$ cat config.mk
export PLATFORM = sky130hd
export DESIGN_NAME = octal_display_scheduler_flat
export DESIGN_NICKNAME = d
export VERILOG_FILES = /design/src/rtl/octal_display_scheduler_pkg.sv /design/src/rtl/octal_display_scheduler_if.sv /design/src/rtl/convert_octal_to_seven_segment.sv /design/src/rtl/octal_display_scheduler.sv /design/src/flat_wrapper.sv
export SDC_FILE = /design/constraint.sdc
export NUM_CORES = 1
export LEC_CHECK = 0
export BUFFER_PORTS_ARGS = -buffer_cell sky130_fd_sc_hd__buf_2
export CORE_ASPECT_RATIO = 0.9
export CORE_MARGIN = 8
export CORE_UTILIZATION = 53
export DETAILED_ROUTE_END_ITERATION = 8
export PLACE_DENSITY = 0.78
export SETUP_SLACK_MARGIN = 0.05
export SYNTH_ARGS = -nofsm -noshare
export SYNTH_HDL_FRONTEND = slang
export SYNTH_SLANG_ARGS = --single-unit
export TNS_END_PERCENT = 100
$ cat constraint.sdc
create_clock -name clock -period 3 [get_ports clock]
set_input_delay 0.6 -clock clock [delete_from_list [all_inputs] [get_ports clock]]
set_output_delay 0.6 -clock clock [all_outputs]
set_load 0.005 [all_outputs]
$ cat src/rtl/octal_display_scheduler_pkg.sv
// Shared types and constants for the octal display scheduler.
//   scheduler_state_t : idle / converting / done-pulse states
//   SEG_BLANK         : active-low pattern with every segment off
package octal_display_pkg;

    typedef enum logic [1:0] {S_IDLE, S_CONVERT, S_DONE} scheduler_state_t;

    localparam logic [6:0] SEG_BLANK = 7'h7F;

endpackage

$ cat src/rtl/octal_display_scheduler_if.sv
// Request handshake between a datapath result register and the scheduler.
//   value_i    : packed octal word, digit k at [3k+2:3k]
//   valid_i    : request to display value_i
//   blank_en_i : leading-zero blanking enable, sampled with the request
//   ready_o    : scheduler can accept a request this cycle
// master = requester, slave = scheduler.
interface octal_display_scheduler_if #(
    parameter int NUM_DIGITS = 8
);
    logic [3*NUM_DIGITS-1:0] value_i;
    logic                    valid_i;
    logic                    blank_en_i;
    logic                    ready_o;

    modport master (output value_i, output valid_i, output blank_en_i, input ready_o);
    modport slave  (input value_i, input valid_i, input blank_en_i, output ready_o);
endinterface

$ cat src/rtl/convert_octal_to_seven_segment.sv
// Combinational octal digit to active-low seven-segment decoder.
//   digit_i : octal digit 0..7
//   seg_o   : segment pattern, bit 6 = g ... bit 0 = a, 0 = segment lit
module convert_octal_to_seven_segment (
    input  logic [2:0] digit_i,
    output logic [6:0] seg_o
);

    // Straight lookup of the eight glyphs.
    always_comb begin
        case (digit_i)
            3'd0:    seg_o = 7'b1000000;
            3'd1:    seg_o = 7'b1111001;
            3'd2:    seg_o = 7'b0100100;
            3'd3:    seg_o = 7'b0110000;
            3'd4:    seg_o = 7'b0011001;
            3'd5:    seg_o = 7'b0010010;
            3'd6:    seg_o = 7'b0000010;
            default: seg_o = 7'b1111000;
        endcase
    end

endmodule

$ cat src/rtl/octal_display_scheduler.sv
// Time-shares one octal-to-seven-segment converter across NUM_DIGITS
// registered display outputs. A request is accepted in S_IDLE, then digits
// are converted most significant first, CYCLES_PER_DIGIT cycles per digit.
//   clock, reset : system clock, synchronous active-high reset
//   req          : request handshake (slave side)
//   seven_seg_o  : registered active-low patterns, index k drives display k
//   done_o       : one-cycle pulse after the last digit is written
module octal_display_scheduler
    import octal_display_pkg::*;
#(
    parameter int NUM_DIGITS       = 8,
    parameter int CYCLES_PER_DIGIT = 1
) (
    input  logic                        clock,
    input  logic                        reset,
    octal_display_scheduler_if.slave    req,
    output logic [NUM_DIGITS-1:0][6:0]  seven_seg_o,
    output logic                        done_o
);

    localparam int IDX_W = $clog2(NUM_DIGITS);
    localparam int CNT_W = $clog2(CYCLES_PER_DIGIT) + 1;
    localparam logic [IDX_W-1:0] LAST_IDX = IDX_W'(NUM_DIGITS - 1);
    localparam logic [CNT_W-1:0] CNT_LAST = CNT_W'(CYCLES_PER_DIGIT - 1);

    scheduler_state_t             state_q, state_d;
    logic [IDX_W-1:0]             idx_q, idx_d;
    logic [CNT_W-1:0]             cnt_q, cnt_d;
    logic                         lead_q, lead_d;
    logic                         blank_q, blank_d;
    logic [3*NUM_DIGITS-1:0]      value_q, value_d;
    logic [NUM_DIGITS-1:0][6:0]   seg_q, seg_d;

    logic [2:0] curDigit;
    logic [6:0] convPattern;
    logic       slotDone;
    logic       blankThis;

    assign curDigit  = value_q[3*idx_q +: 3];
    assign slotDone  = (state_q == S_CONVERT) && (cnt_q == CNT_LAST);
    // Only zeros still in the leading run are blanked; digit 0 always shows.
    assign blankThis = blank_q && lead_q && (curDigit == 3'd0) && (idx_q != '0);

    convert_octal_to_seven_segment u_conv (
        .digit_i (curDigit),
        .seg_o   (convPattern)
    );

    // State and datapath registers; reset blanks the whole bank.
    always_ff @(posedge clock) begin
        if (reset) begin
            state_q <= S_IDLE;
            idx_q   <= '0;
            cnt_q   <= '0;
            lead_q  <= 1'b0;
            blank_q <= 1'b0;
            value_q <= '0;
            seg_q   <= {NUM_DIGITS{SEG_BLANK}};
        end else begin
            state_q <= state_d;
            idx_q   <= idx_d;
            cnt_q   <= cnt_d;
            lead_q  <= lead_d;
            blank_q <= blank_d;
            value_q <= value_d;
            seg_q   <= seg_d;
        end
    end

    // Next-state logic.
    always_comb begin
        state_d = state_q;
        case (state_q)
            S_IDLE:    if (req.valid_i) state_d = S_CONVERT;
            S_CONVERT: if (slotDone && (idx_q == '0)) state_d = S_DONE;
            S_DONE:    state_d = S_IDLE;
            default:   state_d = S_IDLE;
        endcase
    end

    // Datapath next values: latch on accept, write one digit per slot.
    always_comb begin
        idx_d   = idx_q;
        cnt_d   = cnt_q;
        lead_d  = lead_q;
        blank_d = blank_q;
        value_d = value_q;
        seg_d   = seg_q;
        if ((state_q == S_IDLE) && req.valid_i) begin
            value_d = req.value_i;
            blank_d = req.blank_en_i;
            idx_d   = LAST_IDX;
            lead_d  = 1'b1;
            cnt_d   = '0;
        end else if (state_q == S_CONVERT) begin
            if (slotDone) begin
                seg_d[idx_q] = blankThis ? SEG_BLANK : convPattern;
                if (curDigit != 3'd0) lead_d = 1'b0;
                // At idx 0 the FSM leaves S_CONVERT, so idx and cnt never wrap.
                if (idx_q != '0) begin
                    idx_d = idx_q - IDX_W'(1);
                    cnt_d = '0;
                end
            end else begin
                cnt_d = cnt_q + CNT_W'(1);
            end
        end
    end

    // Outputs decoded from the current state.
    always_comb begin
        req.ready_o = (state_q == S_IDLE);
        done_o      = (state_q == S_DONE);
        seven_seg_o = seg_q;
    end

endmodule

$ cat src/flat_wrapper.sv
// flat-port wrapper written by rule: the top's interface ports become plain ports
module octal_display_scheduler_flat import octal_display_pkg::*;
#(
    parameter int NUM_DIGITS       = 8,
    parameter int CYCLES_PER_DIGIT = 1
)
  (clock, reset, seven_seg_o, done_o, req_value_i, req_valid_i, req_blank_en_i, req_ready_o);
  octal_display_scheduler_if #(.NUM_DIGITS(NUM_DIGITS)) req_i ();
  input  logic clock;
  input  logic reset;
  output logic [NUM_DIGITS-1:0][6:0] seven_seg_o;
  output logic done_o;
  input wire logic [$bits(req_i.value_i)-1:0] req_value_i;
  input wire logic [$bits(req_i.valid_i)-1:0] req_valid_i;
  input wire logic [$bits(req_i.blank_en_i)-1:0] req_blank_en_i;
  output wire logic [$bits(req_i.ready_o)-1:0] req_ready_o;
  assign req_i.value_i = req_value_i;
  assign req_i.valid_i = req_valid_i;
  assign req_i.blank_en_i = req_blank_en_i;
  assign req_ready_o = req_i.ready_o;
  octal_display_scheduler #(.NUM_DIGITS(NUM_DIGITS), .CYCLES_PER_DIGIT(CYCLES_PER_DIGIT)) u_core (.clock(clock), .reset(reset), .req(req_i), .seven_seg_o(seven_seg_o), .done_o(done_o));
endmodule
-- Word level (Yosys, flattened, before mapping)
Index checks and enable logic that the tools add are counted.
- add/subtract/negate cells: 2
- multiply operators: 1
- div/mod/pow operators: 0
- $lt $le $gt $ge: 2
- eq/ne operators: 11
- shift-type cells: 1
- multiplexer cells: 18
- bitwise logic cells: 2
- reductions and logical operators: 22
- operators with widths (operator ; count):
    56-bit bitwise mux ; 1
    7-bit case mux with 7 select lines ; 1
    24-bit by 6-bit indexed part select with 3-bit output ; 1
    7-bit demux with 3-bit select ; 1
    7-bit two-way mux ; 2
    3-bit two-way mux ; 4
    3-bit equality test (second input constant) ; 3
    3-bit AND reduction ; 3
    2-bit nonzero test ; 4
    1-bit logical AND ; 7
    3-bit by 2-bit equality test with 1-bit output (second input constant) ; 2
    3-bit zero test ; 2
    1-bit two-way mux ; 6
    3-bit nonzero test ; 2
    2-bit by 3-bit multiplier with 5-bit output (first input constant) ; 1
    3-bit by 4-bit < comparator with 1-bit output (second input constant) ; 1
    2-bit two-way mux ; 2
    2-bit != test (second input constant) ; 2
    2-bit case mux with 2 select lines ; 1
    2-bit AND reduction ; 2
    3-bit by 1-bit equality test with 1-bit output (second input constant) ; 1
    3-bit by 1-bit greater-or-equal comparator with 1-bit output (second input constant) ; 1
    3-bit by 1-bit subtractor with 3-bit output (second input constant) ; 1
    2-bit by 1-bit equality test with 1-bit output (second input constant) ; 1
    6 further kinds ; 7
- register bits: 88
- bits in latches: 0
- memory bits (writable): 0
- ROM bits: 0
- input bits: 28
- output and inout port bits: 58
- logic and storage cells: 73
- memories: 0

-- Logic depth before layout (Yosys ltp)
- depth after elaboration: 7
- gate-level depth with buffers: 9
- mapped depth without buffers: 7

-- By module
Synthesis repeated with hierarchy kept, for this count alone.
- cells, all modules: 385
- area total of the unflattened synthesis: 3444.6 um^2
- by module, submodules not included (module ; instances ; cells an instance ; area an instance (um^2) ; seq. area each (um^2)):
    octal_display_scheduler ; 1 ; 368 ; 3330.7 ; 1761.7
    convert_octal_to_seven_segment ; 1 ; 17 ; 113.9 ; 0.0

-- Least setup slack after synthesis
OpenSTA, ideal clock, no wires.
- kind: reg-to-reg
- start: register u_core.idx_q[0]
- end: register u_core.seg_q (netlist bit u_core.seven_seg_o[11])
- setup time: 0.120 ns
- arrival: 2.059 ns
- data required time: 2.880 ns
- slack: 0.821 ns
- cell stages (with the launch flop): 10
- buffers on the path: 2
- period minus slack after synthesis: 2.179 ns
- cells stage by stage: dfxtp_1 > buf_6 > buf_6 > inv_1 > ha_1 > nand2b_1 > and3_1 > o31ai_1 > a21oi_1 > or2_1
- word-level cells in the longest chain between the ends: 7
- elaborated cells between the ends (all ways): 20
- those cells by class: mul (1); order compare (2); eq/ne (6); shift (1); mux (5); reduce/logical (5)
- RTL lines (element ; RTL line ; RTL):
    start: declaration ; octal_display_scheduler.sv:27 ; logic [IDX_W-1:0] idx_q, idx_d;
    start signal: assignment ; octal_display_scheduler.sv:61 ; idx_q <= idx_d;
    parallel branches: the longest is 6 deep, another holds 2-bit by 3-bit multiplier with 5-bit output ; - ;
    56-bit bitwise mux (*) ; octal_display_scheduler.sv:97 ; seg_d[idx_q] = blankThis ? SEG_BLANK : convPattern;
    end signal: assignment ; octal_display_scheduler.sv:58 ; seg_q <= {NUM_DIGITS{SEG_BLANK}};
    end signal: assignment ; octal_display_scheduler.sv:66 ; seg_q <= seg_d;
    end: declaration ; octal_display_scheduler.sv:32 ; logic [NUM_DIGITS-1:0][6:0] seg_q, seg_d;
Every way passes the cells marked *.
A chain may end at the register's enable or synchronous reset.

-- Worst setup path after layout
Ends and elaborated chain as after synthesis.

==> out/results.ini <==
[worst_setup_path]
delay_of_the_slowest_cell_on_the_worst_path_ns = 0.90
critical_path.slowest_cell = o31ai_1
timing.critical_path.arrival_ns = 2.95
worst-setup-path-type = flip-flop to flip-flop
critical_path_buf_inv_count = 1
worstPathCellList = buf_4 > mux2i_1 > o32ai_2 > o31ai_1 > a21oi_1 > or2_1
critical_path.top_delay_family = compound AO/OA/AOI/OAI gates
cp-end-kind = flip-flop
critPathLaunchType = flip-flop
crit_path_max_fanout = 10
timing.critical_path.required_ns = 3.26

[sta]
achievable_freq_ghz = 0.3709
setup-tns-final_ns = 0
number_of_pins_with_negative_max_slew_slack_in_the_final_report = 0
fin_crit_sh = 0.8986
setup_violations = 0
slew_headroom = 0.3079
min_period_ns = 2.696
fin_worst_skew_ns = 0.01455
timing.final.hold_violations = 0
grt_setup_unrepaired = no
worst-slew-pin-transition_ns = 1.029

[logic_synthesis]
synth-async-reset-ratio = 0
yosysSeqAreaShare = 0.4824
synthesis.nets = 445
mapped_cell_area_sq_mm = 0.003652
synth_enable_flop_cells = 0
syn-mean-instance-area_sq_um = 8.801
synth_cell_types = 40
ys_warn_count = 0
synthCells = 415
synth_ff_type = dfxtp_1
total_of_flip_flops_plus_latches_after_synthesis = 88

[pwr]
leakagePower_nw = 1.644
power.share.sequential = 0.509
vdd.ir_drop.worst_mv = 0.3471
cellInternalPower_mw = 1.737
share_comb_of_total_power = 0.184
clockPowerShare = 0.307
power_per_cell_area_mw_per_mm2 = 593.9
switching_share = 0.3185
p_sw_uw = 811.8

[floorplanning]
ioPinCount = 86
coreArea_sq_mm = 0.006621
die_height_um = 94.75
dieWidth_um = 103.5
die_area_sq_mm = 0.009807
initial_core_util = 0.5516
core.rowCount = 28

[status]
run_status = completed

[clock_tree]
tritoncts = built
cts-root-to-sink-buffers = 2
worst_skew_pair.late_latency_ns = 0.36
clock-root-buffer = clkbuf_8
post_cts_hold_buffer_count = 0
cts_setup_buffers = 0
clock-sinks = 88
clkTransAtPathRegs_ns = 0.10
cts.repair.resized = 0
numCtsBuffers = 9
ctsHtreeMaxLevel = 3

[cells_and_area]
growth_of_design_area_from_synthesis_to_finish_pct = 17.51
count_of_non_filler_cells_in_the_finished_layout = 581
antennaDiodeCount = 0
nets = 516
share_of_final_layout_standard_cells_stronger_than_drive_strength_1 = 0.2485

[grt]
track_usage = 0.1859
vias_in_the_first_global_route = 3174
globalRoute.totalOverflow = 0
antenna_found_initial = 0
grt_first_pass_wirelength_um = 15260
grt_max_degree = 51

[placed_design]
detailedPlacementHpwl_um = 6549
post-place-cells = 565
io_buffer_count = 85
place_congestion = 0.8145

[route]
overall_routed_net_length_um = 9085
routed-via-count = 3218
drt-initial-drc-count = 188
drtPass1Iterations = 4
final_antenna_net_count = 0
detail_route.wl_per_cell_um = 15.64
drc_violation_count_after_routing = 0
viasPerCell = 5.539

[min_path]
holdCritPathClass = flip-flop to flip-flop

[run]
cap_viol_max_count = 0

-- state kept, by name (all words and copies together), names as in the netlist --
signal              flops
u_core.seven_seg_o     56
u_core.value_q         24
u_core.idx_q            3
u_core.state_q          2
u_core.blank_q          1
u_core.cnt_q            1
u_core.lead_q           1
-- cells by family (layout without fill, tap and decap cells) --
kind of cell / Yosys count / count (layout) / share of synthesized area
mux: 19 / 19 / 0.06852
fa+ha+maj: 2 / 2 / 0.006851
xor+xnor: 2 / 2 / 0.004797
buf+inv: 31 / 107 / 0.03700
compound gates: 142 / 142 / 0.2316
flops: 88 / 88 / 0.4824
simple gates: 131 / 131 / 0.1689
-- power groups by stage --
stage | logic [mW] | registers, mW | clock network [mW]
floorplan | 0.350 | 1.30 | 0
global placement | 0.453 | 1.32 | 0
detailed placement | 0.467 | 1.32 | 0
CTS | 0.468 | 1.30 | 0.789
global route | 0.521 | 1.31 | 0.846
finish | 0.469 | 1.30 | 0.782
-- cells in the mapped netlist (3+ instances only) --
cell type | n | share of area
dfxtp_1 | 88 | 0.48
clkbuf_1 | 24 | 0.025
or2_1 | 8 | 0.014
nor2_1 | 27 | 0.028
buf_2 | 3 | 0.0041
mux2_2 | 3 | 0.0092
o21bai_1 | 9 | 0.018
a211o_1 | 9 | 0.022
mux4_2 | 4 | 0.025
nor3_1 | 9 | 0.012
nand3_1 | 4 | 0.0055
nor2b_1 | 4 | 0.0069
nand2b_1 | 4 | 0.0069
mux2i_1 | 9 | 0.025
a21oi_1 | 80 | 0.11
o21ai_1 | 29 | 0.040
nand2_1 | 62 | 0.064
o21ai_0 | 6 | 0.0082
-- path summary, 6_finish.rpt --
path                              startpoint                                   to  slack [ns]  cells after the start
max             u_core.idx_q[0]$_SDFFE_PP0P_  u_core.seven_seg_o[11]$_SDFFE_PP1P_        0.30                      6
min          u_core.value_q[12]$_SDFFE_PP0P_      u_core.value_q[12]$_SDFFE_PP0P_        0.46                      2
max reg2reg     u_core.idx_q[0]$_SDFFE_PP0P_  u_core.seven_seg_o[11]$_SDFFE_PP1P_        0.30                      6
min reg2reg  u_core.value_q[12]$_SDFFE_PP0P_      u_core.value_q[12]$_SDFFE_PP0P_        0.46                      2
-- per-stage QoR --
| stage | hold slack, ns | utilization | instance area (sq um) | setup slack (ns) | total power [mW] |
|---|---|---|---|---|---|
| after floorplan | 0.4331 | - | 3652 | 0.8211 | 1.649 |
| after global placement | 0.4440 | 0.6200 | 4105 | 0.4503 | 1.775 |
| after detailed placement | 0.4469 | 0.6200 | 4105 | 0.3591 | 1.790 |
| after CTS | 0.4594 | 0.6481 | 4292 | 0.3423 | 2.554 |
| after global routing | 0.4674 | 0.6481 | 4292 | 0.1295 | 2.675 |
| final | 0.4586 | 0.6481 | 4292 | 0.3042 | 2.549 |
-- tightest hold or removal path, stage by stage, from the launching register on --
cell and delay, ns:
dfxtp_1 0.32, nand2_1 0.05, a21oi_1 0.05
-- layout make-up --
type | instances | area, sq um
sequential | 88 | 1762
inverter | 2 | 7.507
fill | 569 | 2330
clock buffer | 9 | 123.9
clock inverter | 7 | 62.56
timing repair buffer | 89 | 467.9
multi-input combinational | 296 | 1755
tap | 90 | 112.6
-- per-layer routing --
layer  vias to the layer above  wire, um  track usage
li1                       1608         -            -
met1                      1510      4293       0.2296
met2                        92      4157       0.3047
met3                         8       557      0.05922
met4                         0        77      0.05861
met5                         -         0            0
-- layout by cell type (no fill, tap or decap), types with 2 or more instances in the layout --
cell / netlist / layout
nand2b_1: 4 / 4
nor3b_1: 2 / 2
buf_4: 0 / 3
inv_1: 2 / 2
dfxtp_1: 88 / 88
clkbuf_8: 0 / 9
ha_1: 2 / 2
and4bb_2: 2 / 2
o32ai_2: 2 / 2
mux2i_1: 9 / 9
nor4_1: 2 / 2
o21bai_1: 9 / 9
o21ai_1: 29 / 29
inv_6: 0 / 2
nor3_1: 9 / 9
and2_1: 2 / 2
mux4_2: 4 / 4
nor2_1: 27 / 27
xnor2_1: 2 / 2
buf_2: 3 / 85
nor2b_1: 4 / 4
inv_8: 0 / 2
clkinvlp_4: 0 / 3
nand2_1: 62 / 62
o21ai_0: 6 / 6
a21oi_1: 80 / 80
nand3_1: 4 / 4
and3_1: 2 / 2
mux2_1: 2 / 2
a211o_1: 9 / 9
or2_1: 8 / 8
mux2_2: 3 / 3
(Power assumes the default switching activity.)
